--- config.mk ---
export PLATFORM = sky130hd
export DESIGN_NAME = lsu_mem_ctrl
export DESIGN_NICKNAME = d
export VERILOG_FILES = /design/src/rtl/lsu_mem_ctrl.sv
export SDC_FILE = /design/constraint.sdc
export NUM_CORES = 1
export LEC_CHECK = 0
export BUFFER_PORTS_ARGS = -buffer_cell sky130_fd_sc_hd__buf_4
export CORE_MARGIN = 1.5
export CORE_UTILIZATION = 49
export DETAILED_ROUTE_END_ITERATION = 10
export PLACE_DENSITY = 0.8
export SYNTH_ARGS = -nofsm -noshare
export SYNTH_HDL_FRONTEND = slang
export SYNTH_SLANG_ARGS = --single-unit
--- constraint.sdc ---
create_clock -name clk -period 2.2 [get_ports clk]
set_input_delay 0.11 -clock clk [delete_from_list [all_inputs] [get_ports clk]]
set_output_delay 0.11 -clock clk [all_outputs]
set_load 0.1 [all_outputs]
--- src/rtl/lsu_mem_ctrl.sv ---
// Load/store controller with a request/valid handshake to a variable-latency data memory.
// Optional misaligned-access trapping is enabled by defining LSU_MISALIGN_TRAP_EN.
module lsu_mem_ctrl #(
   parameter int XLEN    = 32,
   parameter int TIMEOUT = 16
) (
   input  logic              clk,
   input  logic              rst,
   input  logic              req_valid,
   input  logic [6:0]        opcode,
   input  logic [2:0]        funct3,
   input  logic [XLEN-1:0]   addr_in,
   input  logic [XLEN-1:0]   wdata_in,
   output logic              stall,
   output logic              done,
   output logic              fault,
   output logic [XLEN-1:0]   rdata,
   output logic              mem_cs,
   output logic              mem_wr,
   output logic [XLEN/8-1:0] mem_mask,
   output logic [XLEN-1:0]   mem_addr,
   output logic [XLEN-1:0]   mem_wdata,
   input  logic              mem_valid,
   input  logic [XLEN-1:0]   mem_rdata
);
   localparam int NB = XLEN / 8;
   localparam int OW = $clog2(NB);
   localparam int CW = (TIMEOUT < 2) ? 1 : $clog2(TIMEOUT + 1);
   localparam logic [6:0] OP_LOAD  = 7'b0000011;
   localparam logic [6:0] OP_STORE = 7'b0100011;

   typedef enum logic [1:0] {S_IDLE, S_WAIT, S_DONE} state_t;
   typedef enum logic [1:0] {SZ_B, SZ_H, SZ_W, SZ_F} size_t;

   state_t          state, next_state;
   size_t           sz, sz_q;
   logic            uns, uns_q;
   logic [OW-1:0]   off, amask, lane, lane_q;
   logic [CW-1:0]   wait_cnt;
   logic            fault_q;
   logic [XLEN-1:0] rdata_q, shifted, fmt, wdata_d;
   logic [NB-1:0]   mask_d;
   logic            is_load, is_store, mem_op;
   logic            accept, trap, timeout_hit, stall_c;

   assign is_load  = (opcode == OP_LOAD);
   assign is_store = (opcode == OP_STORE);
   assign mem_op   = req_valid && (is_load || is_store);
   assign off      = addr_in[OW-1:0];

   // Access size from funct3; anything not legal for this XLEN becomes a full-width access.
   always_comb begin
      sz  = SZ_F;
      uns = 1'b0;
      if (is_load) begin
         case (funct3)
            3'd0: sz = SZ_B;
            3'd1: sz = SZ_H;
            3'd2: sz = SZ_W;
            3'd4: begin sz = SZ_B; uns = 1'b1; end
            3'd5: begin sz = SZ_H; uns = 1'b1; end
            3'd6: if (XLEN == 64) begin sz = SZ_W; uns = 1'b1; end
            default: sz = SZ_F;
         endcase
      end else begin
         case (funct3)
            3'd0:    sz = SZ_B;
            3'd1:    sz = SZ_H;
            3'd2:    sz = SZ_W;
            default: sz = SZ_F;
         endcase
      end
   end

   // Lane offset is the byte offset with the sub-size bits dropped, so misalignment truncates.
   always_comb begin
      amask   = '0;
      mask_d  = '1;
      wdata_d = wdata_in;
      case (sz)
         SZ_B: begin
            amask   = '1;
            mask_d  = NB'(1) << lane;
            wdata_d = {NB{wdata_in[7:0]}};
         end
         SZ_H: begin
            amask   = ~OW'(1);
            mask_d  = NB'(3) << lane;
            wdata_d = {(NB/2){wdata_in[15:0]}};
         end
         SZ_W: begin
            amask   = ~OW'(3);
            mask_d  = NB'(15) << lane;
            wdata_d = {(NB/4){wdata_in[31:0]}};
         end
         default: begin
            amask   = '0;
            mask_d  = '1;
            wdata_d = wdata_in;
         end
      endcase
   end

   assign lane = off & amask;

   always_comb begin
      shifted = mem_rdata >> {lane_q, 3'b000};
      fmt     = shifted;
      case (sz_q)
         SZ_B: if (uns_q) fmt = XLEN'(shifted[7:0]);
               else       fmt = XLEN'($signed(shifted[7:0]));
         SZ_H: if (uns_q) fmt = XLEN'(shifted[15:0]);
               else       fmt = XLEN'($signed(shifted[15:0]));
         SZ_W: if (uns_q) fmt = XLEN'(shifted[31:0]);
               else       fmt = XLEN'($signed(shifted[31:0]));
         default: fmt = shifted;
      endcase
   end

   assign timeout_hit = (TIMEOUT != 0) && (wait_cnt == CW'(TIMEOUT - 1));

   always_ff @(posedge clk or negedge rst) begin
      if (!rst) state <= S_IDLE;
      else      state <= next_state;
   end

   // Next state plus the accept/trap strobes that steer the datapath registers.
   always_comb begin
      next_state = state;
      stall_c    = 1'b0;
      accept     = 1'b0;
      trap       = 1'b0;
      case (state)
         S_IDLE: begin
            if (mem_op) begin
               stall_c = 1'b1;
`ifdef LSU_MISALIGN_TRAP_EN
               if ((off & ~amask) != '0) begin
                  trap       = 1'b1;
                  next_state = S_DONE;
               end else
`endif
               begin
                  accept     = 1'b1;
                  next_state = S_WAIT;
               end
            end
         end
         S_WAIT: begin
            stall_c = 1'b1;
            if (mem_valid || timeout_hit) next_state = S_DONE;
         end
         S_DONE:  next_state = S_IDLE;
         default: next_state = S_IDLE;
      endcase
   end

   always_ff @(posedge clk or negedge rst) begin
      if (!rst) begin
         mem_wr    <= 1'b0;
         mem_mask  <= '0;
         mem_addr  <= '0;
         mem_wdata <= '0;
         sz_q      <= SZ_B;
         uns_q     <= 1'b0;
         lane_q    <= '0;
         wait_cnt  <= '0;
         fault_q   <= 1'b0;
         rdata_q   <= '0;
      end else if (accept) begin
         mem_wr    <= is_store;
         mem_mask  <= is_store ? mask_d : '1;
         mem_addr  <= {addr_in[XLEN-1:OW], {OW{1'b0}}};
         mem_wdata <= is_store ? wdata_d : '0;
         sz_q      <= sz;
         uns_q     <= uns;
         lane_q    <= lane;
         wait_cnt  <= '0;
         fault_q   <= 1'b0;
         rdata_q   <= '0;
      end else if (trap) begin
         fault_q <= 1'b1;
         rdata_q <= '0;
      end else if (state == S_WAIT) begin
         wait_cnt <= wait_cnt + CW'(1);
         if (mem_valid) begin
            rdata_q <= mem_wr ? '0 : fmt;
            fault_q <= 1'b0;
         end else if (timeout_hit) begin
            rdata_q <= '0;
            fault_q <= 1'b1;
         end
      end
   end

   // Reset gates stall so an in-flight access releases the pipeline immediately.
   assign stall  = rst && stall_c;
   assign mem_cs = (state == S_WAIT);
   assign done   = (state == S_DONE);
   assign fault  = (state == S_DONE) && fault_q;
   assign rdata  = (state == S_DONE) ? rdata_q : '0;
endmodule

==> results of run 1 <==
kinds of logic (layout without fill, tap and decap cells):
| family | after synthesis | count (layout) | share of synthesized area [%] |
|---|---|---|---|
| AOI/OAI and AO/OA | 118 | 118 | 15.1 |
| xor gates and xnor gates | 1 | 1 | 0.157 |
| muxes | 33 | 33 | 6.49 |
| other | 1 | 2 | 0.0673 |
| adders and majority gates | 6 | 6 | 1.35 |
| buffers and inverters | 52 | 287 | 3.86 |
| and+or+nand+nor | 283 | 283 | 22.7 |
| DFF | 112 | 112 | 50.3 |
worst register-to-register path, stage by stage (launching register included):
cell       delay, ns
dfrtp_1         0.44
buf_4           0.18
a2111oi_1       0.60
a2111oi_4       0.13
buf_12          0.19
a211o_1         0.27
state kept, by name (all words and copies together), names as in the netlist:
| signal | count |
|---|---|
| mem_mask | 4 |
| uns_q | 1 |
| lane_q | 2 |
| mem_wr | 1 |
| state | 2 |
| rdata_q | 32 |
| fault_q | 1 |
| mem_wdata | 32 |
| sz_q | 2 |
| wait_cnt | 5 |
| mem_addr | 30 |
synthesized netlist by cell type, types with 2 or more instances:
cell type  number  share of area, %
a211o_1         8               1.3
a211oi_1        3              0.40
a21oi_1        14               1.3
a221o_1         9               1.6
a22o_1          9               1.4
and2_1         33               3.7
and4bb_2        2              0.45
buf_4           3              0.40
clkbuf_1       41               2.8
dfrtp_1       112                50
ha_1            6               1.3
inv_1           5              0.34
mux2_2         15               3.0
mux2i_1        17               3.1
nand2_1       166                11
nand2b_1        4              0.45
nand3_1        21               1.9
nand3b_1       10               1.3
nor2_1         39               2.6
nor2b_1         2              0.22
o21ai_0        38               3.4
o2bb2ai_1      14               2.2
o31ai_1        16               2.2
or2_2           2              0.22
what timing repair did:
action	CTS	global route
hold buffers	32	0
hold endpoints to repair	143	0
setup endpoints to repair	0	15
buffers inserted	0	1
worst max path at each step:
stage,startpoint,end,slack (ns),depth (start not counted)
2_1_floorplan,opcode[2],mem_wdata[22],0.05,10
3_3_place_gp,lane_q[0],rdata_q[28],0.18,4
3_5_place_dp,lane_q[0],rdata_q[24],0.12,4
4_1_cts,lane_q[0],rdata_q[27],0.12,4
5_1_grt,lane_q[0],rdata_q[21],0.16,5
6_report,lane_q[0],rdata_q[19],0.28,5
where the power goes:
part / internal [mW] / switching [mW] / total, mW
combinational: 0.595 / 1.48 / 2.07
clock: 1.06 / 0.743 / 1.80
sequential: 2.34 / 0.179 / 2.52
total: 3.99 / 2.40 / 6.39
layout make-up:
cell class              instances  area, µm²
clock inverters                 4       76.3
repair buffers                267       2120
clock buffers                  11        253
multi-input cells             443       2570
well taps                     140        175
fillers                       774       2960
flip-flops and latches        112       2800
inverters                       5       22.5
layer usage:
| layer | vias up | GRT usage (%) | routed length [µm] |
|---|---|---|---|
| met5 | - | 0 | 0 |
| met4 | 0 | 9.65 | 248 |
| met3 | 23 | 5.87 | 1140 |
| met2 | 205 | 45.9 | 7920 |
| met1 | 2537 | 35.4 | 6820 |
| li1 | 2525 | - | - |
==> run_summary.xml, run 1 <==
<?xml version="1.0" encoding="UTF-8"?>
<metrics>
  <group name="critical_path">
    <metric name="arrival" unit="ns">2.16</metric>
    <metric name="end_kind" unit="">flip-flop</metric>
    <metric name="path_cells" unit="">buf_4 -&gt; a2111oi_1 -&gt; a2111oi_4 -&gt; buf_12 -&gt; a211o_1</metric>
    <metric name="timing.critical_path.slowest_stage_cell" unit="">a2111oi_1</metric>
    <metric name="worst_r2r_endpoint" unit="">rdata_q[19]</metric>
    <metric name="worst-r2r-cell-count" unit="">5</metric>
    <metric name="ff_to_ff_setup_slack" unit="ns">0.28</metric>
    <metric name="cp_top_family" unit="">compound AO/OA/AOI/OAI gates</metric>
    <metric name="cpPeakStageDelay" unit="ns">0.60</metric>
    <metric name="startpoint_class" unit="">flip-flop</metric>
    <metric name="critical_path_class" unit="">flip-flop to flip-flop</metric>
    <metric name="worst_r2r_startpoint" unit="">lane_q[0]</metric>
    <metric name="worst-path-max-fanout" unit="">16</metric>
    <metric name="worstPathRequired" unit="ns">2.43</metric>
    <metric name="crit_buf_inv" unit="">2</metric>
  </group>
  <group name="synth">
    <metric name="synth-edff-count" unit="">0</metric>
    <metric name="synth_area" unit="µm²">5580</metric>
    <metric name="synthesis.area_per_instance" unit="µm²">9.20</metric>
    <metric name="share_of_synthesized_area_occupied_by_flip_flops_and_latches" unit="%">50.3</metric>
    <metric name="postSynthCellCount" unit="">606</metric>
    <metric name="yosys_warnings" unit="">0</metric>
    <metric name="synth.ff_latch_count" unit="">112</metric>
    <metric name="yosys_most_used_dff" unit="">dfrtp_1</metric>
    <metric name="asyncSetResetFlopFracSynth" unit="%">100</metric>
    <metric name="synthDistinctLibCells" unit="">41</metric>
  </group>
  <group name="die">
    <metric name="std_cell_rows" unit="">38</metric>
    <metric name="die_height" unit="µm">110</metric>
    <metric name="initial_core_util" unit="%">50.8</metric>
    <metric name="fp.dieW" unit="µm">110</metric>
    <metric name="dieArea" unit="µm²">12000</metric>
    <metric name="ios" unit="">215</metric>
    <metric name="core_area" unit="µm²">11000</metric>
  </group>
  <group name="final_layout">
    <metric name="layout.cells.most_common_list" unit="">buf_4 (232), nand2_1 (166), dfrtp_1 (112)</metric>
    <metric name="final_nets" unit="">954</metric>
    <metric name="area.growth.synth_to_final" unit="%">43.9</metric>
    <metric name="final-instance-count-excl-fill" unit="">982</metric>
    <metric name="post-route-util" unit="%">73.0</metric>
    <metric name="final_area" unit="µm²">8020</metric>
    <metric name="ant_diodes" unit="">0</metric>
    <metric name="mostFrequentLayoutCell" unit="">buf_4</metric>
    <metric name="layout-drive-gt1-share" unit="%">32.9</metric>
  </group>
  <group name="power_and_ir_drop">
    <metric name="static_leakage" unit="nW">4.13</metric>
    <metric name="power_density" unit="nW/µm²">796</metric>
    <metric name="power.ir.vdd_worst" unit="µV">667</metric>
    <metric name="total_power" unit="mW">6.39</metric>
  </group>
  <group name="timing">
    <metric name="timing_worst_slew_pin_value" unit="ns">0.739</metric>
    <metric name="skew" unit="ns">0.00694</metric>
    <metric name="setup_ws" unit="ns">0.276</metric>
    <metric name="report.final.hold_viol_count" unit="">0</metric>
    <metric name="max_clock_freq" unit="MHz">520</metric>
    <metric name="final_min_period_over_clock_period" unit="%">87.4</metric>
    <metric name="slew_hr" unit="%">50.7</metric>
    <metric name="final_period_minus_worst_setup_slack" unit="ns">1.92</metric>
    <metric name="hold_slack" unit="ns">0.0132</metric>
    <metric name="setup_viol" unit="">0</metric>
    <metric name="timing_max_transition_violations_final" unit="">0</metric>
    <metric name="tns" unit="ns">0</metric>
    <metric name="unrepaired_setup_endpoints_after_global_routing" unit="">false</metric>
  </group>
  <group name="clock_tree">
    <metric name="clock_tree_buf_depth" unit="">2</metric>
    <metric name="tritoncts_clock_tree" unit="">yes</metric>
    <metric name="htree_num_levels" unit="">3</metric>
    <metric name="num_cts_buffers" unit="">9</metric>
    <metric name="cts_sinks" unit="">112</metric>
    <metric name="cts.reportedPaths.clkPinSlew" unit="ns">0.07</metric>
    <metric name="clock_insertion_delay_worst_skew" unit="ns">0.35</metric>
    <metric name="cts_resized" unit="">0</metric>
    <metric name="cts_root_buf" unit="">clkbuf_16</metric>
  </group>
  <group name="hold_path">
    <metric name="timing.hold.worst.class" unit="">primary input to flip-flop</metric>
    <metric name="hold_end" unit="">rdata_q[27]</metric>
    <metric name="hold_path_startpoint" unit="">mem_rdata[27]</metric>
    <metric name="hold_critical_path_depth" unit="">2</metric>
  </group>
  <group name="detailed_routing">
    <metric name="vias_per_cell" unit="">5.39</metric>
    <metric name="wl_per_cell" unit="µm">16.4</metric>
    <metric name="initialDrtViolationCount" unit="">324</metric>
    <metric name="route.detailed.drc" unit="">0</metric>
    <metric name="drtAntennaViolNets" unit="">0</metric>
    <metric name="dr.pass1.iters" unit="">5</metric>
    <metric name="vias" unit="">5290</metric>
    <metric name="route.final.wire_length" unit="mm">16.1</metric>
  </group>
  <group name="grt">
    <metric name="grt_max_degree" unit="">58</metric>
    <metric name="globalRouteOverflowTotal" unit="">0</metric>
    <metric name="initial_antenna_violation_count" unit="">0</metric>
    <metric name="grt_pass1_wl" unit="mm">25.4</metric>
    <metric name="grt_pass1_vias" unit="">5178</metric>
    <metric name="grt_usage" unit="%">27.5</metric>
  </group>
  <group name="place">
    <metric name="place.detailed.hpwl" unit="mm">11.3</metric>
    <metric name="placed_area" unit="µm²">7350</metric>
    <metric name="gp_congestion" unit="">0.841</metric>
    <metric name="dp.cells" unit="">934</metric>
    <metric name="buffer_ports.inserted" unit="">212</metric>
    <metric name="post-place-ws" unit="ns">0.120</metric>
  </group>
  <group name="run">
    <metric name="max_cap_violations" unit="">0</metric>
  </group>
  <group name="outcome">
    <metric name="outcome" unit="">complete, no violations</metric>
  </group>
</metrics>
Note: power is estimated with default switching activity, not from simulation.
==> run 2: changes to the inputs <==
PLACE_DENSITY = unset   (was 0.8)
PLACE_DENSITY_LB_ADDON = 0.05   (was unset)
==> run_summary.xml, run 2 (same netlist as run 1, synthesis figures left out) <==
<?xml version="1.0" encoding="UTF-8"?>
<metrics>
  <group name="die">
    <metric name="std_cell_rows" unit="">38</metric>
    <metric name="ios" unit="">215</metric>
    <metric name="dieArea" unit="µm²">12000</metric>
    <metric name="initial_core_util" unit="%">50.8</metric>
    <metric name="die_height" unit="µm">110</metric>
    <metric name="fp.dieW" unit="µm">110</metric>
    <metric name="core_area" unit="µm²">11000</metric>
  </group>
  <group name="detailed_routing">
    <metric name="route.final.wire_length" unit="mm">16.2</metric>
    <metric name="route.detailed.drc" unit="">0</metric>
    <metric name="initialDrtViolationCount" unit="">366</metric>
    <metric name="dr.pass1.iters" unit="">5</metric>
    <metric name="vias" unit="">5333</metric>
    <metric name="wl_per_cell" unit="µm">16.5</metric>
    <metric name="vias_per_cell" unit="">5.43</metric>
    <metric name="drtAntennaViolNets" unit="">0</metric>
  </group>
  <group name="final_layout">
    <metric name="final-instance-count-excl-fill" unit="">983</metric>
    <metric name="largest_registers" unit="">mem_wdata: 32 flops, rdata_q: 32 flops, mem_addr: 30 flops</metric>
    <metric name="layout-drive-gt1-share" unit="%">33.1</metric>
    <metric name="nFillCells" unit="">844</metric>
    <metric name="layout.cells.most_common_list" unit="">buf_4 (232), nand2_1 (166), dfrtp_1 (112)</metric>
    <metric name="sequential_cell_area" unit="µm²">2800</metric>
    <metric name="final_nets" unit="">954</metric>
    <metric name="area.growth.synth_to_final" unit="%">43.5</metric>
    <metric name="mostFrequentLayoutCell" unit="">buf_4</metric>
    <metric name="multiInputGateArea" unit="µm²">2580</metric>
    <metric name="ant_diodes" unit="">0</metric>
  </group>
  <group name="clock_tree">
    <metric name="cts_sinks" unit="">112</metric>
    <metric name="clock_insertion_delay_worst_skew" unit="ns">0.34</metric>
    <metric name="cts.reportedPaths.clkPinSlew" unit="ns">0.07</metric>
    <metric name="cts_root_buf" unit="">clkbuf_16</metric>
    <metric name="num_cts_buffers" unit="">9</metric>
    <metric name="tritoncts_clock_tree" unit="">yes</metric>
    <metric name="clock_tree_buf_depth" unit="">2</metric>
    <metric name="htree_num_levels" unit="">3</metric>
  </group>
  <group name="grt">
    <metric name="grt_usage" unit="%">27.2</metric>
    <metric name="globalRouteOverflowTotal" unit="">0</metric>
    <metric name="grt_pass1_vias" unit="">5050</metric>
    <metric name="grt_max_degree" unit="">58</metric>
    <metric name="initial_antenna_violation_count" unit="">0</metric>
    <metric name="grt_pass1_wl" unit="mm">25.4</metric>
  </group>
  <group name="power_and_ir_drop">
    <metric name="power.ir.vdd_worst" unit="µV">595</metric>
    <metric name="power_density" unit="nW/µm²">780</metric>
    <metric name="static_leakage" unit="nW">4.11</metric>
  </group>
  <group name="timing">
    <metric name="report.final.hold_viol_count" unit="">0</metric>
    <metric name="slew_hr" unit="%">50.5</metric>
    <metric name="final_min_period_over_clock_period" unit="%">89.2</metric>
    <metric name="timing_max_transition_violations_final" unit="">0</metric>
    <metric name="timing_worst_slew_pin_value" unit="ns">0.742</metric>
    <metric name="final_period_minus_worst_setup_slack" unit="ns">1.96</metric>
    <metric name="unrepaired_setup_endpoints_after_global_routing" unit="">false</metric>
    <metric name="max_clock_freq" unit="MHz">510</metric>
    <metric name="setup_viol" unit="">0</metric>
    <metric name="hold_slack" unit="ns">0.0148</metric>
    <metric name="skew" unit="ns">0.00659</metric>
    <metric name="setup_ws" unit="ns">0.238</metric>
    <metric name="tns" unit="ns">0</metric>
  </group>
  <group name="critical_path">
    <metric name="worst-path-max-fanout" unit="">29</metric>
    <metric name="arrival" unit="ns">2.19</metric>
    <metric name="critical_path_class" unit="">flip-flop to flip-flop</metric>
    <metric name="end_kind" unit="">flip-flop</metric>
    <metric name="startpoint_class" unit="">flip-flop</metric>
    <metric name="worstPathRequired" unit="ns">2.42</metric>
  </group>
  <group name="place">
    <metric name="gp_congestion" unit="">0.791</metric>
    <metric name="dp.cells" unit="">934</metric>
    <metric name="post-place-ws" unit="ns">0.0947</metric>
    <metric name="buffer_ports.inserted" unit="">212</metric>
    <metric name="place.detailed.hpwl" unit="mm">11.4</metric>
  </group>
  <group name="run">
    <metric name="max_cap_violations" unit="">0</metric>
  </group>
  <group name="hold_path">
    <metric name="timing.hold.worst.class" unit="">primary input to flip-flop</metric>
  </group>
  <group name="outcome">
    <metric name="outcome" unit="">complete, no violations</metric>
  </group>
</metrics>
[run 2: stage by stage]
| step | total power, mW | util [%] | instance area [µm²] |
|---|---|---|---|
| 4_1_cts | 6.27 | 72.6 | 7970 |
| 5_1_grt | 6.52 | 72.8 | 8000 |
| 2_1_floorplan | 3.97 | - | 5590 |
| 6_report | 6.24 | 72.8 | 8000 |
| 3_5_place_dp | 4.57 | 67.0 | 7360 |
| 3_3_place_gp | 4.53 | 67.0 | 7360 |
[run 2: layout make-up]
cell class / instances / area share [%]
repair buffers: 267 / 26.5
multi-input cells: 443 / 32.2
clock buffers: 9 / 2.82
clock inverters: 7 / 0.907
well taps: 140 / 2.19
inverters: 5 / 0.282
flip-flops and latches: 112 / 35.0
[run 2: where the power goes]
part	total, mW	switching, mW	internal, mW
Sequential	2.51	0.174	2.34
Combinational	2.08	1.48	0.597
Clock	1.65	0.766	0.884
[run 2: critical path: stages (launching register included)]
cell	delay [ns]
dfrtp_1	0.42
buf_4	0.16
buf_4	0.34
mux4_2	0.41
nor3b_4	0.20
a221o_1	0.31
[run 2: final timing paths]
check | slack (ns) | cells after the start | from | endpoint
hold / removal | 0.01 | 2 | mem_rdata[30] | rdata_q[30]
min in group asynchronous | 0.52 | 3 | rst | mem_wdata[17]
setup reg to reg | 0.24 | 5 | lane_q[0] | rdata_q[15]
setup / recovery | 0.24 | 5 | lane_q[0] | rdata_q[15]
max in group asynchronous | 1.19 | 3 | rst | mem_addr[18]
hold reg to reg | 0.47 | 2 | mem_wdata[0] | mem_wdata[0]
[run 2: metal layers]
layer | GRT usage (%) | vias to the layer above | part of all wire (%)
li1 | - | 2528 | -
met1 | 37.3 | 2589 | 44
met2 | 43.8 | 197 | 48
met3 | 5.04 | 19 | 6.9
met4 | 8.63 | 0 | 1.5
met5 | 0 | - | 0
[run 2: timing repair]
item	in CTS	in global routing
hold buffers	32	0
hold endpoints to repair	143	0
setup buffers	0	1
setup endpoints to repair	0	10
gates resized for setup	0	1
==> run 3: changes to the inputs <==
CORE_MARGIN = unset   (was 1.5)
==> run_summary.xml, run 3 (same netlist as run 1, synthesis figures left out) <==
<?xml version="1.0" encoding="UTF-8"?>
<metrics>
  <group name="outcome">
    <metric name="outcome" unit="">complete, no violations</metric>
  </group>
  <group name="grt">
    <metric name="globalRouteOverflowTotal" unit="">0</metric>
    <metric name="grt_pass1_wl" unit="mm">24.6</metric>
    <metric name="grt_usage" unit="%">27.1</metric>
    <metric name="initial_antenna_violation_count" unit="">0</metric>
    <metric name="grt_max_degree" unit="">113</metric>
    <metric name="grt_pass1_vias" unit="">4919</metric>
  </group>
  <group name="final_layout">
    <metric name="largest_registers" unit="">mem_wdata: 32 flops, rdata_q: 32 flops, mem_addr: 30 flops</metric>
    <metric name="post-route-util" unit="%">72.7</metric>
    <metric name="ant_diodes" unit="">0</metric>
    <metric name="area.growth.synth_to_final" unit="%">43.1</metric>
    <metric name="final_nets" unit="">951</metric>
    <metric name="layout.cells.most_common_list" unit="">buf_4 (228), nand2_1 (166), dfrtp_1 (112)</metric>
    <metric name="mostFrequentLayoutCell" unit="">buf_4</metric>
    <metric name="layout-drive-gt1-share" unit="%">32.7</metric>
    <metric name="final_area" unit="µm²">7980</metric>
  </group>
  <group name="clock_tree">
    <metric name="clock_tree_buf_depth" unit="">2</metric>
    <metric name="htree_num_levels" unit="">3</metric>
    <metric name="cts_sinks" unit="">112</metric>
    <metric name="clock_insertion_delay_worst_skew" unit="ns">0.35</metric>
    <metric name="cts.reportedPaths.clkPinSlew" unit="ns">0.07</metric>
    <metric name="cts_resized" unit="">0</metric>
    <metric name="tritoncts_clock_tree" unit="">yes</metric>
    <metric name="cts_root_buf" unit="">clkbuf_16</metric>
    <metric name="cts_post_setup_buffers_inserted" unit="">0</metric>
    <metric name="num_cts_buffers" unit="">9</metric>
  </group>
  <group name="detailed_routing">
    <metric name="vias" unit="">5251</metric>
    <metric name="dr.pass1.iters" unit="">6</metric>
    <metric name="route.final.wire_length" unit="mm">15.7</metric>
    <metric name="wl_per_cell" unit="µm">16.1</metric>
    <metric name="drtAntennaViolNets" unit="">0</metric>
    <metric name="route.detailed.drc" unit="">0</metric>
    <metric name="initialDrtViolationCount" unit="">455</metric>
    <metric name="vias_per_cell" unit="">5.36</metric>
  </group>
  <group name="die">
    <metric name="core_area" unit="µm²">11000</metric>
    <metric name="fp.dieW" unit="µm">109</metric>
    <metric name="ios" unit="">215</metric>
    <metric name="dieArea" unit="µm²">11800</metric>
    <metric name="die_height" unit="µm">109</metric>
    <metric name="std_cell_rows" unit="">38</metric>
    <metric name="initial_core_util" unit="%">50.8</metric>
  </group>
  <group name="timing">
    <metric name="max_clock_freq" unit="MHz">490</metric>
    <metric name="setup_viol" unit="">0</metric>
    <metric name="timing_worst_slew_pin_value" unit="ns">0.891</metric>
    <metric name="timing_max_transition_violations_final" unit="">0</metric>
    <metric name="slew_hr" unit="%">40.6</metric>
    <metric name="report.final.hold_viol_count" unit="">0</metric>
    <metric name="final_min_period_over_clock_period" unit="%">92.7</metric>
    <metric name="skew" unit="ns">0.0103</metric>
    <metric name="tns" unit="ns">0</metric>
    <metric name="final_period_minus_worst_setup_slack" unit="ns">2.04</metric>
    <metric name="unrepaired_setup_endpoints_after_global_routing" unit="">false</metric>
  </group>
  <group name="place">
    <metric name="placed_area" unit="µm²">7350</metric>
    <metric name="buffer_ports.inserted" unit="">212</metric>
    <metric name="gp_congestion" unit="">0.834</metric>
    <metric name="place.detailed.hpwl" unit="mm">10.8</metric>
  </group>
  <group name="power_and_ir_drop">
    <metric name="seq_power_share" unit="%">40.1</metric>
    <metric name="net-switching-power" unit="mW">2.43</metric>
    <metric name="power.ir.vdd_worst" unit="µV">612</metric>
    <metric name="cell_internal_pwr" unit="mW">3.83</metric>
    <metric name="clock_power_share" unit="%">26.8</metric>
    <metric name="static_leakage" unit="nW">4.10</metric>
    <metric name="pwr-share-comb" unit="%">33.2</metric>
    <metric name="power_density" unit="nW/µm²">784</metric>
    <metric name="switching_share" unit="%">38.8</metric>
  </group>
  <group name="run">
    <metric name="max_cap_violations" unit="">0</metric>
  </group>
  <group name="critical_path">
    <metric name="end_kind" unit="">flip-flop</metric>
    <metric name="startpoint_class" unit="">flip-flop</metric>
    <metric name="worst-path-max-fanout" unit="">16</metric>
    <metric name="ff_to_ff_setup_slack" unit="ns">0.16</metric>
    <metric name="critical_path_class" unit="">flip-flop to flip-flop</metric>
    <metric name="worstPathRequired" unit="ns">2.49</metric>
    <metric name="arrival" unit="ns">2.33</metric>
  </group>
  <group name="hold_path">
    <metric name="timing.hold.worst.class" unit="">primary input to flip-flop</metric>
  </group>
</metrics>
## run 3: changes by cell type in the layout (fill, tap and decap cells not counted)
cell | before | now
clkinv_4 | 2 | 1
clkinvlp_4 | 3 | 2
nor3b_4 | 1 | 0
dlygate4sd3_1 | 32 | 33
nor3b_2 | 0 | 1
buf_4 | 232 | 228
inv_8 | 0 | 2
## run 3: final cells by class
| cell class | instances | area (µm²) |
|---|---|---|
| clock buffer | 9 | 225 |
| multi-input combinational | 443 | 2570 |
| timing repair buffer | 264 | 2100 |
| inverter | 5 | 22.5 |
| tap | 140 | 175 |
| clock inverter | 7 | 78.8 |
| sequential | 112 | 2800 |
| fill | 832 | 3000 |
## run 3: routing by layer
layer / routed length [µm] / track usage (%)
met1: 6660 / 37.3
met2: 7600 / 42.8
met3: 1220 / 6.34
met4: 265 / 7.82
met5: 0 / 0
## run 3: through the flow
step	worst slack (ns)	power, mW	instances	hold slack, ns
finish	0.160	6.26	980	0.0111
detailed placement	0.0545	4.57	931	0.281
global placement	0.137	4.52	931	0.285
CTS	0.0569	6.29	980	0.000458
global route	0.0122	6.51	980	0.0123
floorplan	0.0477	3.97	607	-0.186
## run 3: power by group through the flow
| stage | combinational [mW] | clock, mW | sequential, mW |
|---|---|---|---|
| 6_report | 2.07 | 1.67 | 2.51 |
| 5_1_grt | 2.18 | 1.79 | 2.54 |
| 4_1_cts | 2.07 | 1.70 | 2.51 |
| 3_5_place_dp | 2.03 | 0 | 2.54 |
| 3_3_place_gp | 1.99 | 0 | 2.53 |
| 2_1_floorplan | 0.478 | 0 | 3.49 |
## run 3: final timing paths
kind,to,cells after the start,from
worst max-delay path,rdata_q[30],4,lane_q[0]
worst min-delay path,mem_wdata[4],3,wdata_in[4]
worst max register to register,rdata_q[30],4,lane_q[0]
worst min register to register,mem_wdata[4],2,mem_wdata[4]
max in group asynchronous,mem_wdata[19],3,rst
min in group asynchronous,mem_wdata[24],3,rst
## run 3: worst max-delay path, cell delays in order, from the launching register on
cell       delay, ns
dfrtp_1         0.47
mux2i_1         0.18
a311o_1         0.40
a2111oi_4       0.70
a221o_1         0.22
## run 3: repair_timing
| action | in CTS | in global routing |
|---|---|---|
| hold buffers | 33 | 0 |
| hold endpoints to repair | 144 | 0 |
| setup endpoints to repair | 0 | 16 |
